==> src/rtl/load_store_unit.sv <==
// Load/store unit: one word-aligned single-beat memory access per handshake,
// with store lane replication, load extension, alignment/funct3 checks and a response timeout.
module load_store_unit #(
    parameter int unsigned TIMEOUT_CYCLES = 255
) (
    input  logic        clk,
    input  logic        rst_n,
    input  logic        req_valid,
    output logic        req_ready,
    input  logic        req_is_store,
    input  logic [2:0]  req_funct3,
    input  logic [31:0] req_addr,
    input  logic [31:0] req_wdata,
    output logic        rsp_valid,
    output logic [31:0] rsp_rdata,
    output logic [1:0]  rsp_err,
    output logic        mem_req,
    output logic        mem_we,
    output logic [31:0] mem_addr,
    output logic [3:0]  mem_wmask,
    output logic [31:0] mem_wdata,
    input  logic        mem_gnt,
    input  logic        mem_rvalid,
    input  logic [31:0] mem_rdata
);
    localparam int unsigned CNT_W = 8;
    localparam logic [CNT_W-1:0] CNT_LAST = CNT_W'(TIMEOUT_CYCLES - 1);

    localparam logic [1:0] ERR_OK      = 2'd0;
    localparam logic [1:0] ERR_ALIGN   = 2'd1;
    localparam logic [1:0] ERR_FUNCT3  = 2'd2;
    localparam logic [1:0] ERR_TIMEOUT = 2'd3;

    typedef enum logic [2:0] {S_IDLE, S_REQ, S_WAIT, S_ERR, S_DONE} state_t;

    state_t           r_state;
    logic             r_is_store;
    logic [2:0]       r_funct3;
    logic [1:0]       r_off;
    logic [1:0]       r_err;
    logic [CNT_W-1:0] r_cnt;
    logic             r_req_ready;
    logic             r_rsp_valid;
    logic [31:0]      r_rsp_rdata;
    logic [1:0]       r_rsp_err;
    logic             r_mem_req;
    logic             r_mem_we;
    logic [31:0]      r_mem_addr;
    logic [3:0]       r_mem_wmask;
    logic [31:0]      r_mem_wdata;

    logic             w_illegal;
    logic             w_misalign;
    logic [1:0]       w_err_code;
    logic [3:0]       w_wmask;
    logic [31:0]      w_wdata;
    logic [7:0]       w_byte;
    logic [15:0]      w_half;
    logic [31:0]      w_ext;

    // Request decode: legality, alignment and store lane placement from live inputs
    always_comb begin
        w_illegal  = req_is_store ? (req_funct3 > 3'd2)
                                  : (req_funct3 == 3'd3 || req_funct3 > 3'd5);
        w_misalign = 1'b0;
        w_wmask    = 4'b1111;
        w_wdata    = req_wdata;
        case (req_funct3[1:0])
            2'd0: begin
                w_wmask = 4'b0001 << req_addr[1:0];
                w_wdata = {4{req_wdata[7:0]}};
            end
            2'd1: begin
                w_misalign = req_addr[0];
                w_wmask    = req_addr[1] ? 4'b1100 : 4'b0011;
                w_wdata    = {2{req_wdata[15:0]}};
            end
            default: w_misalign = (req_addr[1:0] != 2'b00);
        endcase
        w_err_code = w_illegal ? ERR_FUNCT3 : (w_misalign ? ERR_ALIGN : ERR_OK);
    end

    // Load lane extraction and extension using the latched access
    always_comb begin
        w_byte = 8'(mem_rdata >> {r_off, 3'b000});
        w_half = 16'(mem_rdata >> {r_off[1], 4'b0000});
        case (r_funct3)
            3'd0:    w_ext = {{24{w_byte[7]}}, w_byte};
            3'd1:    w_ext = {{16{w_half[15]}}, w_half};
            3'd2:    w_ext = mem_rdata;
            3'd4:    w_ext = {24'd0, w_byte};
            3'd5:    w_ext = {16'd0, w_half};
            default: w_ext = 32'd0;
        endcase
    end

    always_ff @(posedge clk or negedge rst_n) begin
        if (!rst_n) begin
            r_state     <= S_IDLE;
            r_is_store  <= 1'b0;
            r_funct3    <= 3'd0;
            r_off       <= 2'd0;
            r_err       <= ERR_OK;
            r_cnt       <= '0;
            r_req_ready <= 1'b1;
            r_rsp_valid <= 1'b0;
            r_rsp_rdata <= 32'd0;
            r_rsp_err   <= ERR_OK;
            r_mem_req   <= 1'b0;
            r_mem_we    <= 1'b0;
            r_mem_addr  <= 32'd0;
            r_mem_wmask <= 4'd0;
            r_mem_wdata <= 32'd0;
        end else begin
            r_rsp_valid <= 1'b0;
            case (r_state)
                S_IDLE: begin
                    if (req_valid && r_req_ready) begin
                        r_req_ready <= 1'b0;
                        r_is_store  <= req_is_store;
                        r_funct3    <= req_funct3;
                        r_off       <= req_addr[1:0];
                        r_err       <= w_err_code;
                        r_cnt       <= '0;
                        if (w_err_code != ERR_OK) begin
                            r_state <= S_ERR;
                        end else begin
                            r_state     <= S_REQ;
                            r_mem_req   <= 1'b1;
                            r_mem_we    <= req_is_store;
                            r_mem_addr  <= {req_addr[31:2], 2'b00};
                            r_mem_wmask <= req_is_store ? w_wmask : 4'd0;
                            r_mem_wdata <= req_is_store ? w_wdata : 32'd0;
                        end
                    end
                end
                S_REQ: begin
                    if (mem_gnt) begin
                        r_mem_req   <= 1'b0;
                        r_mem_we    <= 1'b0;
                        r_mem_wmask <= 4'd0;
                        if (r_is_store) begin
                            r_state     <= S_DONE;
                            r_rsp_valid <= 1'b1;
                            r_rsp_rdata <= 32'd0;
                            r_rsp_err   <= ERR_OK;
                        end else begin
                            r_state <= S_WAIT;
                        end
                    end
                end
                // rvalid takes precedence over a coincident timeout
                S_WAIT: begin
                    r_cnt <= r_cnt + CNT_W'(1);
                    if (mem_rvalid) begin
                        r_state     <= S_DONE;
                        r_rsp_valid <= 1'b1;
                        r_rsp_rdata <= w_ext;
                        r_rsp_err   <= ERR_OK;
                    end else if (r_cnt == CNT_LAST) begin
                        r_state     <= S_DONE;
                        r_rsp_valid <= 1'b1;
                        r_rsp_rdata <= 32'd0;
                        r_rsp_err   <= ERR_TIMEOUT;
                    end
                end
                S_ERR: begin
                    r_state     <= S_DONE;
                    r_rsp_valid <= 1'b1;
                    r_rsp_rdata <= 32'd0;
                    r_rsp_err   <= r_err;
                end
                S_DONE: begin
                    r_state     <= S_IDLE;
                    r_req_ready <= 1'b1;
                end
                default: r_state <= S_IDLE;
            endcase
        end
    end

    assign req_ready = r_req_ready;
    assign rsp_valid = r_rsp_valid;
    assign rsp_rdata = r_rsp_rdata;
    assign rsp_err   = r_rsp_err;
    assign mem_req   = r_mem_req;
    assign mem_we    = r_mem_we;
    assign mem_addr  = r_mem_addr;
    assign mem_wmask = r_mem_wmask;
    assign mem_wdata = r_mem_wdata;
endmodule

==> config.mk <==
export PLATFORM = sky130hd
export DESIGN_NAME = load_store_unit
export DESIGN_NICKNAME = d
export VERILOG_FILES = /design/src/rtl/load_store_unit.sv
export SDC_FILE = /design/constraint.sdc
export NUM_CORES = 1
export LEC_CHECK = 0
export ABC_AREA = 1
export ABC_CLOCK_PERIOD_IN_PS = 1900
export BUFFER_PORTS_ARGS = -buffer_cell sky130_fd_sc_hd__buf_2
export CELL_PAD_IN_SITES_DETAIL_PLACEMENT = 0
export CELL_PAD_IN_SITES_GLOBAL_PLACEMENT = 1
export CORE_MARGIN = 5
export CORE_UTILIZATION = 37
export CTS_BUF_LIST = sky130_fd_sc_hd__clkbuf_4 sky130_fd_sc_hd__clkbuf_8
export CTS_CLUSTER_DIAMETER = 60
export DETAILED_ROUTE_END_ITERATION = 6
export MAX_ROUTING_LAYER = met4
export PLACE_DENSITY_LB_ADDON = 0.1
export SYNTH_ARGS = -nofsm -noshare
export SYNTH_HDL_FRONTEND = slang
export SYNTH_SLANG_ARGS = --single-unit
==> constraint.sdc <==
create_clock -name clk -period 1.9 [get_ports clk]
set_input_delay 0.285 -clock clk [delete_from_list [all_inputs] [get_ports clk]]
set_output_delay 0.285 -clock clk [all_outputs]
set_load 0.01 [all_outputs]
---- Word-level counts from Yosys, hierarchy flattened ----
Cells that the tools add are included.
storage, ports and cells
  flip-flop bits (word level) ............. 123
  latch bits .............................. 0
  RAM bits ................................ 0
  ROM bits ................................ 0
  input port bits ......................... 105
  output and inout port bits .............. 106
  logic and storage cells ................. 103
  memories kept ........................... 0
operators by class
  add/sub/neg operators ................... 1
  multiply operators ...................... 0
  divide/modulo/power cells ............... 0
  order comparisons ....................... 2
  eq/ne operators ......................... 16
  shift operators ......................... 3
  muxes and demuxes ....................... 47
  bitwise logic cells ..................... 1
  reductions and logical operators ........ 18
operators with widths
  kind                   count
  $mux W32               5
  $pmux W32 S5           1
  $pmux W32 S3           1
  $pmux W32 S2           1
  $shr A32 B5 Y16        1
  $shr A32 B5 Y8         1
  $mux W4                5
  $pmux W4 S2            2
  $pmux W8 S2            1
  $mux W3                5
  $eq A3 B2 Y1 const B   4
  $mux W1                12
  $mux W2                6
  $pmux W3 S4            1
  $reduce_bool A2 Y1     5
  $eq A3 B3 Y1 const B   3
  $add A8 B1 Y8 const B  1
  $eq A8 B8 Y1 const B   1
  $mux W8                1
  $ne A2 B2 Y1 const B   4
  $pmux W1 S2            4
  $reduce_and A4 Y1      2
  $eq A3 B1 Y1 const B   2
  $logic_not A3 Y1       2
  14 further kinds       17

---- Logic depth before layout (Yosys ltp) ----
Gate-level depths: netlist of run 1.
  depth after elaboration ................. 8
  mapped depth ............................ 11
  mapped depth without buffers ............ 9

---- Worst setup path after synthesis of run 1 ----
No wires, ideal clock.
  path kind ............................... register to register
  from .................................... register r_req_ready (netlist: req_ready)
  to ...................................... register r_mem_wdata[2] (netlist: mem_wdata[2])
  setup time .............................. 0.121 ns
  arrival time ............................ 1.392 ns
  required time ........................... 1.779 ns
  setup slack ............................. 0.387 ns
  stages on the path, launching flop included .. 9
  buffers on the path ..................... 1
  clock period less this slack ............ 1.513 ns
  cell sequence ........................... dfstp_2 > nand2_1 > nor2_8 > inv_4 > nor2_8 > inv_2 > buf_2 > nand2_1 > o21ai_1
on the way
  longest elaborated chain between the ends .. 2
RTL lines
  element                             line  text
  start, declared                     42    logic r_req_ready;
  start signal, assigned              105   r_req_ready <= 1'b1;
  start signal, assigned              119   r_req_ready <= 1'b0;
  start signal, assigned              175   r_req_ready <= 1'b1;
  $logic_and A1 B1 Y1                 118   if (req_valid && r_req_ready) begin
  $reduce_and A3 Y1 (no source line)  n/a
  end signal, assigned                133   r_mem_wdata <= req_is_store ? w_wdata : 32'd0;
  end, declared                       50    logic [31:0] r_mem_wdata;
Every way passes these cells.
A chain may end at the register's enable or synchronous reset.

---- Final worst setup path of run 1 ----
  from .................................... register r_req_ready (netlist: req_ready)
  to ...................................... register r_mem_addr[24] (netlist: mem_addr[24])
on the way
  longest elaborated chain between the ends .. 2
RTL lines
  element                             line  text
  $logic_and A1 B1 Y1                 118
  $reduce_and A3 Y1 (no source line)  n/a
  end signal, assigned                131   r_mem_addr <= {req_addr[31:2], 2'b00};
  end, declared                       48    logic [31:0] r_mem_addr;
Every way passes these cells.

==> out/results.ini, run 1 <==
[global_routing]
grt_overflow_total = 0
grt_pass1_wl_mm = 29.8
grt_pass1_vias = 5890
track_usage_pct = 20.5
grt_max_degree = 72
antenna_found_initial = 1

[die]
core_area_um2 = 16000
chipHeight_um = 138
start_util_pct = 37.9
ios = 211
fp.dieW_um = 138
die_area_um2 = 19000
row_count = 46

[finish]
layout_commonest_cell = nand2_1
fin_util_pct = 48.6
seqCellArea_um2 = 3080
fillCellCount = 1732
final_cell_mix = 378 x nand2_1, 207 x buf_2, 122 x dfrtp_1, 86 x nand3_1, 41 x o21ai_0
area_growth_pct = 28.4
nets = 1113
multiInputGateArea_um2 = 2620
drive_gt1_share_pct = 28.3

[placed_design]
hpwl_mm = 13.3
post-place-ws_ns = 0.190
io_buffer_count = 208
routabilityCongestion = 0.847

[setup_path]
reg2regPathDepth = 8
reg2reg_slack_ns = 0.24
path_max_fanout = 71
worstPathArrival_ns = 1.99
start_kind = flip-flop
worstSetupEndpointType = flip-flop
r2r-end = mem_addr[24]
criticalPathCategory = reg2reg
cp.required_ns = 2.23
rr_startpoint = req_ready

[cts]
cts_tree = built
clk_pin_slew_worst_paths_ns = 0.08
cts_setup_buffers = 0
clock_latency_ns = 0.44
root_buffer = clkbuf_8
cts_buffers = 17
cts_buffer_depth = 2
cts_htree_levels = 4
cts.sinks = 123

[sta]
setup_violations = 0
hold_viol_final = 0
max_freq_mhz = 604
setup_tns_ns = 0
period_needed_ns = 1.66
fin_skew_ns = 0.0107
rsz0062_at_grt = false
post-route-period-util_pct = 87.1
layout_setup_ws_ns = 0.245
drv_slew = 0

[synthesis]
synth.area.top_cells = dfrtp_1 50%, nand2_1 23%, nand3_1 7.1%, o21ai_0 3.4%, inv_1 1.7%
synth_edf_count = 0
synthAdderAreaFrac_pct = 0.413
synth_seq_area_share_pct = 50.8
netlist_area_um2 = 6060
synth_top_area_share_pct = 50.4
synth-seq-cells = 123
synthMuxAreaShare_pct = 0
synthArstFlopShare_pct = 100
ys_warn_count = 0
yosys.cell_types.count = 34
syn-mean-instance-area_um2 = 7.59
synth_compound_area_share_pct = 7.23
synthCells = 798
synth_xor_area_share_pct = 0
synth-simple-area-share_pct = 35.5
yosys.area.top_type = dfrtp_1
synth_top_family_by_area = simple AND/OR/NAND/NOR gates
synth-main-ff-cell = dfrtp_1

[drt]
viasPerCell = 4.75
num_vias = 5871
wl_mm = 18.6
drt_iter0_drc = 277
drt-pass1-iter-count = 5
drc = 0
wl_per_cell_um = 15.0
ant_nets = 0

[worst_hold_path]
whs_path_depth = 3
hold_class = in2reg
hold_path_end = mem_addr[31]
hp-start = req_addr[31]

[power]
leakage_nw = 4.62
powerDensity_nw_per_um2 = 665
peakVddDrop_uv = 351

[run]
max-cap-violations = 0

[status]
status = finished, final reports clean

-- how the worst max path moves through the flow --
| stage | startpoint | endpoint | slack (ns) | cells past startpoint |
|---|---|---|---|---|
| 2_1_floorplan | req_ready | mem_wdata[2] | 0.39 | 8 |
| 3_3_place_gp | req_funct3[1] | mem_wdata[2] | 0.23 | 10 |
| 3_5_place_dp | req_funct3[1] | mem_wdata[20] | 0.19 | 10 |
| 4_1_cts | req_ready | mem_wdata[5] | 0.25 | 8 |
| 5_1_grt | r_state[0] | mem_wdata[13] | 0.14 | 9 |
| 6_report | req_ready | mem_addr[24] | 0.24 | 8 |
-- critical path: stages, from the launching register on --
cell and delay, ns:
dfstp_2 0.54, nand2_1 0.13, nor2_8 0.15, inv_4 0.07, nor2_8 0.19, inv_2 0.07
buf_12 0.19, nand2_1 0.11, nand2_1 0.05
-- Yosys cell counts, types with 4 or more instances --
cell,instances
or2_2,7
nand2_1,378
clkbuf_1,12
inv_2,5
buf_6,5
buf_4,5
nand3_1,86
o211ai_1,7
o22ai_1,8
buf_2,18
inv_1,27
o21ai_1,9
dfrtp_1,122
o21ai_0,41
nor3_1,4
a21oi_1,12
nor2_1,27
nand2_2,4
-- routing by layer --
layer  up-vias  wire (um)  GRT usage (%)
li1       2964          -              -
met1      2703       8400           26.7
met2       190       8490           31.7
met3        14       1470           6.24
met4         0        222           4.88
met5         -          0              -
-- stage by stage --
stage | area (um2) | total power, mW | instances | hold WS [ns]
2_1_floorplan | 6060 | 2.77 | 799 | -0.0106
4_1_cts | 7780 | 5.26 | 1235 | 0.00914
3_5_place_dp | 7390 | 2.99 | 1202 | 0.322
3_3_place_gp | 7390 | 2.99 | 1202 | 0.321
5_1_grt | 7780 | 5.43 | 1236 | 0.00320
6_report | 7780 | 5.17 | 1236 | 0.0393
-- cell type report --
cell class / instances / area share [%]
clock buffers: 19 / 3.36
flip-flops and latches: 123 / 39.6
multi-input cells: 601 / 33.7
inverters: 33 / 1.62
diodes: 1 / 0.0322
clock inverters: 13 / 1.53
well taps: 216 / 3.47
repair buffers: 230 / 16.7
-- where the power goes --
group	leakage [nW]	internal [mW]	switching, mW	total (mW)
clock	0.184	1.11	1.13	2.23
sequential	1.65	2.62	0	2.62
combinational	2.79	0.126	0.195	0.321
-- state kept, by name, indices dropped and copies added, names as in the netlist --
signal / count
mem_wdata: 32
rsp_rdata: 32
mem_addr: 30
r_cnt: 8
mem_wmask: 4
r_funct3: 3
r_state: 3
r_err: 2
r_off: 2
rsp_err: 2
mem_req: 1
mem_we: 1
r_is_store: 1
req_ready: 1
rsp_valid: 1
-- repair_timing --
| action | 4_1_cts | 5_1_grt |
|---|---|---|
| gates resized for setup | 0 | 0 |
| hold buffers | 1 | 0 |
| hold endpoints to repair | 122 | 0 |
-- kinds of logic after synthesis --
kind of cell    after synthesis
compound gates               80
fa+ha+maj                     2
simple gates                517
flops                       123
buf+inv                      75
other cells                   1
No activity file was read; power rests on OpenSTA's default activity.
==> run 2, diff against run 1 <==
- ABC_AREA: 1 -> 0
- CORE_UTILIZATION: 37 -> 39
==> run 2 against run 1 <==
Effect of this change:
- first-iteration DRC count decreased by 3.6%
- sequential power increased by 60%
- critical path depth decreased by 1
- hold slack improved by 0.033 ns
- cell area decreased by 4.0%
- sequential share of layout area increased by 1.6 points
- register-to-register slack got worse by 0.14 ns
- total power increased by 110%
- synthesized cell count decreased by 37%
- sequential cell count unchanged
- clock skew increased by 0.0032 ns
- largest power group unchanged
==> out/results.ini, run 2 <==
[synthesis]
synth.area.top_cells = dfrtp_1 54%, mux2_2 7.8%, nand2_1 5.3%, mux2i_1 4.4%, o21ai_0 3.6%  ; was dfrtp_1 50%, nand2_1 23%, nand3_1 7.1%, o21ai_0 3.4%, inv_1 1.7%
syn-mean-instance-area_um2 = 11.2  ; was 7.59 um2
synth_top_area_share_pct = 54.2  ; was 50.4%
yosysMostFrequentCell = dfrtp_1  ; was nand2_1
synth_edf_count = 0  ; unchanged
netlist_area_um2 = 5640  ; was 6060 um2
synth-seq-cells = 123  ; unchanged
yosys.cell_types.count = 53  ; was 34
synthCells = 502  ; was 798
yosys.area.top_type = dfrtp_1  ; unchanged
ys_warn_count = 0  ; unchanged
synth_seq_area_share_pct = 54.6  ; was 50.8%
synth_common_cells = 122 x dfrtp_1, 79 x nand2_1, 41 x o21ai_0  ; was 378 x nand2_1, 122 x dfrtp_1, 86 x nand3_1
synth-main-ff-cell = dfrtp_1  ; unchanged
synthArstFlopShare_pct = 100  ; unchanged

[setup_path]
cp.required_ns = 2.22  ; was 2.23 ns
rr_startpoint = r_cnt[0]  ; was req_ready
reg2reg_slack_ns = 0.11  ; was 0.24 ns
path_max_fanout = 33  ; was 71
r2r-end = rsp_rdata[17]  ; was mem_addr[24]
worstPathArrival_ns = 2.11  ; was 1.99 ns
worstSetupEndpointType = flip-flop  ; unchanged
criticalPathCategory = reg2reg  ; unchanged
reg2regPathDepth = 7  ; was 8
start_kind = flip-flop  ; unchanged

[cts]
cts_buffer_depth = 2  ; unchanged
clk_pin_slew_worst_paths_ns = 0.08  ; about the same
cts.sinks = 123  ; unchanged
root_buffer = clkbuf_8  ; unchanged
cts_tree = built  ; unchanged
cts_buffers = 17  ; unchanged
cts_htree_levels = 4  ; unchanged
clock_latency_ns = 0.44  ; about the same

[global_routing]
grt_max_degree = 74  ; was 72
antenna_found_initial = 1  ; unchanged
track_usage_pct = 19.7  ; was 20.5%
grt_overflow_total = 0  ; unchanged
grt_pass1_wl_mm = 25.1  ; was 29.8 mm
grt_pass1_vias = 4857  ; was 5,890

[worst_hold_path]
hp-start = req_addr[22]  ; was req_addr[31]
whs_path_depth = 2  ; was 3
hold_path_end = mem_addr[22]  ; was mem_addr[31]
hold_class = in2reg  ; unchanged

[sta]
layout_setup_ws_ns = 0.108  ; was 0.245 ns
setup_violations = 0  ; unchanged
rsz0062_at_grt = false  ; unchanged
hold_viol_final = 0  ; unchanged
worstMarginPinSlew_ns = 0.575
fin_skew_ns = 0.0139  ; was 0.0107 ns
setup_tns_ns = 0  ; unchanged
drv_slew = 0  ; unchanged
slew_headroom_pct = 61.6
post-route-period-util_pct = 94.3  ; was 87.1%
period_needed_ns = 1.79  ; was 1.66 ns
holdWs_ns = 0.0719  ; was 0.0393 ns
max_freq_mhz = 558  ; was 604 MHz

[drt]
wl_mm = 16.3  ; was 18.6 mm
drc = 0  ; unchanged
top_layer_used = met4  ; unchanged
drt-pass1-iter-count = 5  ; unchanged
wl_met3_mm = 1.09  ; was 1.47 mm
ant_nets = 0  ; unchanged
viasPerCell = 5.29  ; was 4.75
num_vias = 4839  ; was 5,871
drt_iter0_drc = 267  ; was 277
wl_met2_mm = 8.27  ; was 8.49 mm
wirelength_met1_mm = 6.74  ; was 8.40 mm
wl_per_cell_um = 17.8  ; was 15.0 um

[die]
core_area_um2 = 14400  ; was 16,000 um2
chipHeight_um = 130  ; was 138 um
row_count = 44  ; was 46
fp.dieW_um = 130  ; was 138 um
start_util_pct = 39.2  ; was 37.9%
die_area_um2 = 17000  ; was 19,000 um2
ios = 211  ; unchanged

[run]
max-cap-violations = 0  ; unchanged

[placed_design]
hpwl_mm = 12.3  ; was 13.3 mm
post-place-ws_ns = -0.00727  ; was 0.190 ns
routabilityCongestion = 0.854  ; was 0.847
io_buffer_count = 208  ; unchanged
dpl-instance-area_um2 = 6960  ; was 7390 um2

[finish]
nets = 823  ; was 1,113
multiInputGateArea_um2 = 2360  ; was 2620 um2
layout_commonest_cell = buf_2  ; was nand2_1
area_growth_pct = 32.6  ; was 28.4%
seqCellArea_um2 = 3080  ; unchanged
fillCellCount = 1388  ; was 1,732
design_area_um2 = 7470  ; was 7780 um2
fin_util_pct = 52.0  ; was 48.6%
final_cell_mix = 207 x buf_2, 122 x dfrtp_1, 79 x nand2_1, 41 x o21ai_0, 39 x mux2_2  ; was 378 x nand2_1, 207 x buf_2, 122 x dfrtp_1, 86 x nand3_1, 41 x o21ai_0
drive_gt1_share_pct = 43.3  ; was 28.3%

[power]
peakVddDrop_uv = 595  ; was 351 uV
powerDensity_nw_per_um2 = 1440  ; was 665 nW/um2
leakage_nw = 3.87  ; was 4.62 nW

[status]
status = finished, final reports clean  ; unchanged

## run 2: changes by cell type after synthesis, sizes merged, moves of 11 or more
cell / previous run / this run
mux2i: 0 / 25
nand2: 382 / 80
inv: 33 / 6
o31ai: 0 / 20
a221o: 0 / 16
mux2: 0 / 39
nor2: 32 / 14
o2bb2ai: 0 / 15
nand3: 88 / 11
buf: 29 / 18
## run 2: logic make-up (layout without fill, tap and decap cells)
group | count (synthesis) | after routing | synth area share, %
and+or+nand+nor | 133 | 133 | 11.5
AOI/OAI and AO/OA | 132 | 132 | 17.0
DFF | 123 | 123 | 54.6
muxes | 65 | 65 | 12.6
buffers and inverters | 46 | 272 | 3.73
adders and majority gates | 2 | 2 | 0.444
other | 1 | 3 | 0.0665
## run 2: power breakdown
part	total (mW)	switching (mW)	internal [mW]
Clock	2.73	1.05	1.68
Combinational	3.82	1.98	1.84
Sequential	4.19	0.621	3.57
## run 2: worst max-delay path by stage
| stage | slack [ns] | cells past startpoint | end | from |
|---|---|---|---|---|
| final | 0.11 | 7 | rsp_rdata[17] | r_cnt[0] |
| after floorplan | 0.16 | 7 | rsp_rdata[24] | r_cnt[0] |
| after global placement | 0.05 | 5 | rsp_rdata[20] | r_state[0] |
| after CTS | 0.1 | 7 | rsp_rdata[27] | r_cnt[0] |
| after detailed placement | -0.007 | 5 | rsp_rdata[17] | r_state[0] |
| after global routing | 0.02 | 7 | rsp_rdata[20] | r_cnt[0] |
## run 2: what timing repair did
item	CTS	global route
pin swaps	1	0
setup buffers	1	0
hold endpoints to repair	33	0
resized for setup	0	1
endpoints found under the setup margin	16	7
hold buffers	1	0
## run 2: per-layer routing
| metal | up-vias | track usage (%) |
|---|---|---|
| met4 | 0 | 5.56 |
| met5 | - | - |
| met2 | 183 | 31.6 |
| met3 | 16 | 5.65 |
| li1 | 2269 | - |
| met1 | 2371 | 24.4 |
## run 2: area by class of cell
type | instances | share of cell area (%)
inverters | 7 | 0.352
well taps | 184 | 3.08
flip-flops and latches | 123 | 41.2
multi-input cells | 334 | 31.6
clock inverters | 10 | 2.53
clock buffers | 22 | 3.80
repair buffers | 233 | 17.4
diodes | 1 | 0.0335
## run 2: stage by stage
| stage | instances | total power [mW] |
|---|---|---|
| 4_1_cts | 913 | 10.9 |
| 6_report | 914 | 10.7 |
| 2_1_floorplan | 503 | 6.40 |
| 3_3_place_gp | 879 | 8.00 |
| 5_1_grt | 914 | 11.4 |
| 3_5_place_dp | 879 | 8.09 |
## run 2: critical path, stage by stage, from the launching register on
cell     delay [ns]
dfrtp_1        0.43
inv_1          0.08
ha_1           0.15
nand3_1        0.07
nor2_1         0.26
o31ai_4        0.13
buf_12         0.19
a221o_1        0.36
==> run 3, diff against run 2 <==
--- a/config.mk
+++ b/config.mk
@@ -22 +22,2 @@
 export SYNTH_SLANG_ARGS = --single-unit
+export TNS_END_PERCENT = 5
==> constraint.sdc (replaced) <==
create_clock -name clk -period 1.9 [get_ports clk]
set_input_delay 0.095 -clock clk [delete_from_list [all_inputs] [get_ports clk]]
set_output_delay 0.095 -clock clk [all_outputs]
set_load 0.01 [all_outputs]
==> run 3 against run 2 <==
Effect of this change:
- utilization rose by 5.9 points
- routed wire length rose by 8.1%
- cell count rose by 9.6%
- die area did not move
- register-to-register slack barely moved
- clock power fell by 16%
- combinational power rose by 3%
==> out/results.ini, run 3 (synthesized netlist as in run 2, its figures left out) <==
[setup_path]
crit_start = req_funct3[2]  ; was r_cnt[0]
crit_path_cell_trace = dlygate4sd3_1 > buf_2 > nor4_1 > o211ai_1 > buf_12 > or2_2 > o21ai_0  ; was inv_1 > ha_1 > nand3_1 > nor2_1 > o31ai_4 > buf_12 > a221o_1
start_kind = input port  ; was flip-flop
criticalPathCategory = in2reg  ; was reg2reg
worst_path_largest_cell_delay_ns = 0.54  ; was 0.43 ns
slowest_stage = dlygate4sd3_1  ; was dfrtp_1
worstSetupEndpointType = flip-flop  ; unchanged
rr_startpoint = r_off[1]  ; was r_cnt[0]
cp.required_ns = 2.26  ; was 2.22 ns
path_max_fanout = 8  ; was 33
worstPathArrival_ns = 2.18  ; was 2.11 ns

[placed_design]
hpwl_mm = 12.4  ; was 12.3 mm
routabilityCongestion = 0.831  ; was 0.854
dpl-instance-area_um2 = 7010  ; was 6960 um2
io_buffer_count = 208  ; unchanged
placed_cells = 881  ; was 879

[finish]
final_cell_mix = 207 x buf_2, 122 x dfrtp_1, 89 x dlygate4sd3_1, 79 x nand2_1, 41 x o21ai_0  ; was 207 x buf_2, 122 x dfrtp_1, 79 x nand2_1, 41 x o21ai_0, 39 x mux2_2
drive_gt1_share_pct = 38.8  ; was 43.3%
fin_cells = 1002  ; was 914
design_area_um2 = 8330  ; was 7470 um2
nets = 913  ; was 823
layout_commonest_cell = buf_2  ; unchanged
area_growth_pct = 47.7  ; was 32.6%

[cts]
cts_tree = built  ; unchanged
cts.sinks = 123  ; unchanged
root_buffer = clkbuf_8  ; unchanged
clock_latency_ns = 0.44  ; about the same
cts_htree_levels = 4  ; unchanged
cts_buffer_depth = 2  ; unchanged
cts_buffers = 17  ; unchanged
clk_pin_slew_worst_paths_ns = 0.07  ; was 0.08 ns

[sta]
post-route-period-util_pct = 95.8  ; was 94.3%
hold_viol_final = 0  ; unchanged
setup_violations = 0  ; unchanged
worstMarginPinSlew_ns = 0.915  ; was 0.575 ns
fin_skew_ns = 0.00765  ; was 0.0139 ns
rsz0062_at_grt = false  ; unchanged
setup_tns_ns = 0  ; unchanged
max_freq_mhz = 550  ; was 558 MHz
period_needed_ns = 1.82  ; was 1.79 ns
slew_headroom_pct = 38.8  ; was 61.6%
drv_slew = 0  ; unchanged

[die]
ios = 211  ; unchanged
core_area_um2 = 14400  ; unchanged
start_util_pct = 39.2  ; unchanged
die_area_um2 = 17000  ; unchanged
fp.dieW_um = 130  ; unchanged
row_count = 44  ; unchanged
chipHeight_um = 130  ; unchanged

[worst_hold_path]
hold_class = in2reg  ; unchanged
hp-start = mem_rdata[11]  ; was req_addr[22]

[global_routing]
grt_overflow_total = 0  ; unchanged
grt_pass1_vias = 5277  ; was 4,857
antenna_found_initial = 1  ; unchanged
grt_max_degree = 43  ; was 74
track_usage_pct = 21.6  ; was 19.7%
grt_pass1_wl_mm = 27.4  ; was 25.1 mm

[drt]
drt_iter0_drc = 310  ; was 267
ant_nets = 0  ; unchanged
viasPerCell = 5.19  ; was 5.29
wl_per_cell_um = 17.6  ; was 17.8 um
drt-pass1-iter-count = 6  ; was 5
wl_mm = 17.6  ; was 16.3 mm
num_vias = 5205  ; was 4,839
drc = 0  ; unchanged

[power]
peakVddDrop_uv = 590  ; was 595 uV
powerDensity_nw_per_um2 = 1260  ; was 1440 nW/um2
leakage_nw = 4.22  ; was 3.87 nW

[run]
max-cap-violations = 0  ; unchanged

[status]
status = finished, final reports clean  ; unchanged

==> run 3: cell count changes in the layout (fill, tap and decap cells not counted), sizes merged <==
cell / before / now
bufinv: 5 / 2
clkinvlp: 1 / 3
clkbuf: 22 / 20
dlygate4sd3: 1 / 89
inv: 6 / 7
buf: 232 / 234
==> run 3: critical path: cells and delay by family <==
family,cells,cell delay [ns]
AND/OR/NAND/NOR,2,0.77
buffers and inverters,3,0.90
AO/OA/AOI/OAI,2,0.40
==> run 3: stage by stage <==
step	power [mW]	hold slack, ns	setup WS (ns)	utilization (%)
floorplan	6.40	-0.201	0.163	-
global placement	8.00	0.151	0.100	48.8
detailed placement	8.10	0.160	0.0173	48.8
CTS	10.6	0.00649	0.0266	57.7
global route	11.2	0.0281	0.0126	57.9
finish	10.5	0.0381	0.0802	57.9
==> run 3: repair_timing <==
| item | CTS | global route |
|---|---|---|
| buffers inserted | 0 | 1 |
| hold endpoints to repair | 125 | 0 |
| setup endpoints to repair | 0 | 22 |
| hold buffers | 89 | 0 |
| gates resized for setup | 0 | 2 |
==> run 3: metal layers <==
| metal | GRT usage (%) | up-vias | wire [um] |
|---|---|---|---|
| met5 | - | - | 0 |
| met4 | 6.66 | 0 | 342 |
| met3 | 5.81 | 37 | 1080 |
| met2 | 34.8 | 179 | 8890 |
| met1 | 26.6 | 2536 | 7280 |
| li1 | - | 2453 | - |
==> run 3: cell type report <==
type                    instances  area [um2]
fillers                      1255        6040
diodes                          1        2.50
clock buffers                  20         269
repair buffers                323        2230
flip-flops and latches        123        3080
multi-input cells             334        2370
clock inverters                10         119
inverters                       7        26.3
well taps                     184         230
==> run 3: report_power, final <==
part,leakage [nW],total (mW),switching [mW],internal (mW)
clock network,0.191,2.30,1.06,1.24
registers,1.63,4.23,0.658,3.57
logic,2.40,3.95,1.99,1.96
==> run 3: path summary, 6_finish.rpt <==
| kind | end | slack (ns) | cells past startpoint |
|---|---|---|---|
| worst min register to register | rsp_rdata[7] | 0.47 | 1 |
| min in group asynchronous | mem_wdata[2] | 0.22 | 2 |
| max in group asynchronous | mem_addr[17] | 1.03 | 3 |
| worst min-delay path | rsp_rdata[11] | 0.04 | 3 |
| worst max-delay path | mem_wmask[1] | 0.08 | 7 |
| worst max register to register | rsp_rdata[10] | 0.12 | 4 |
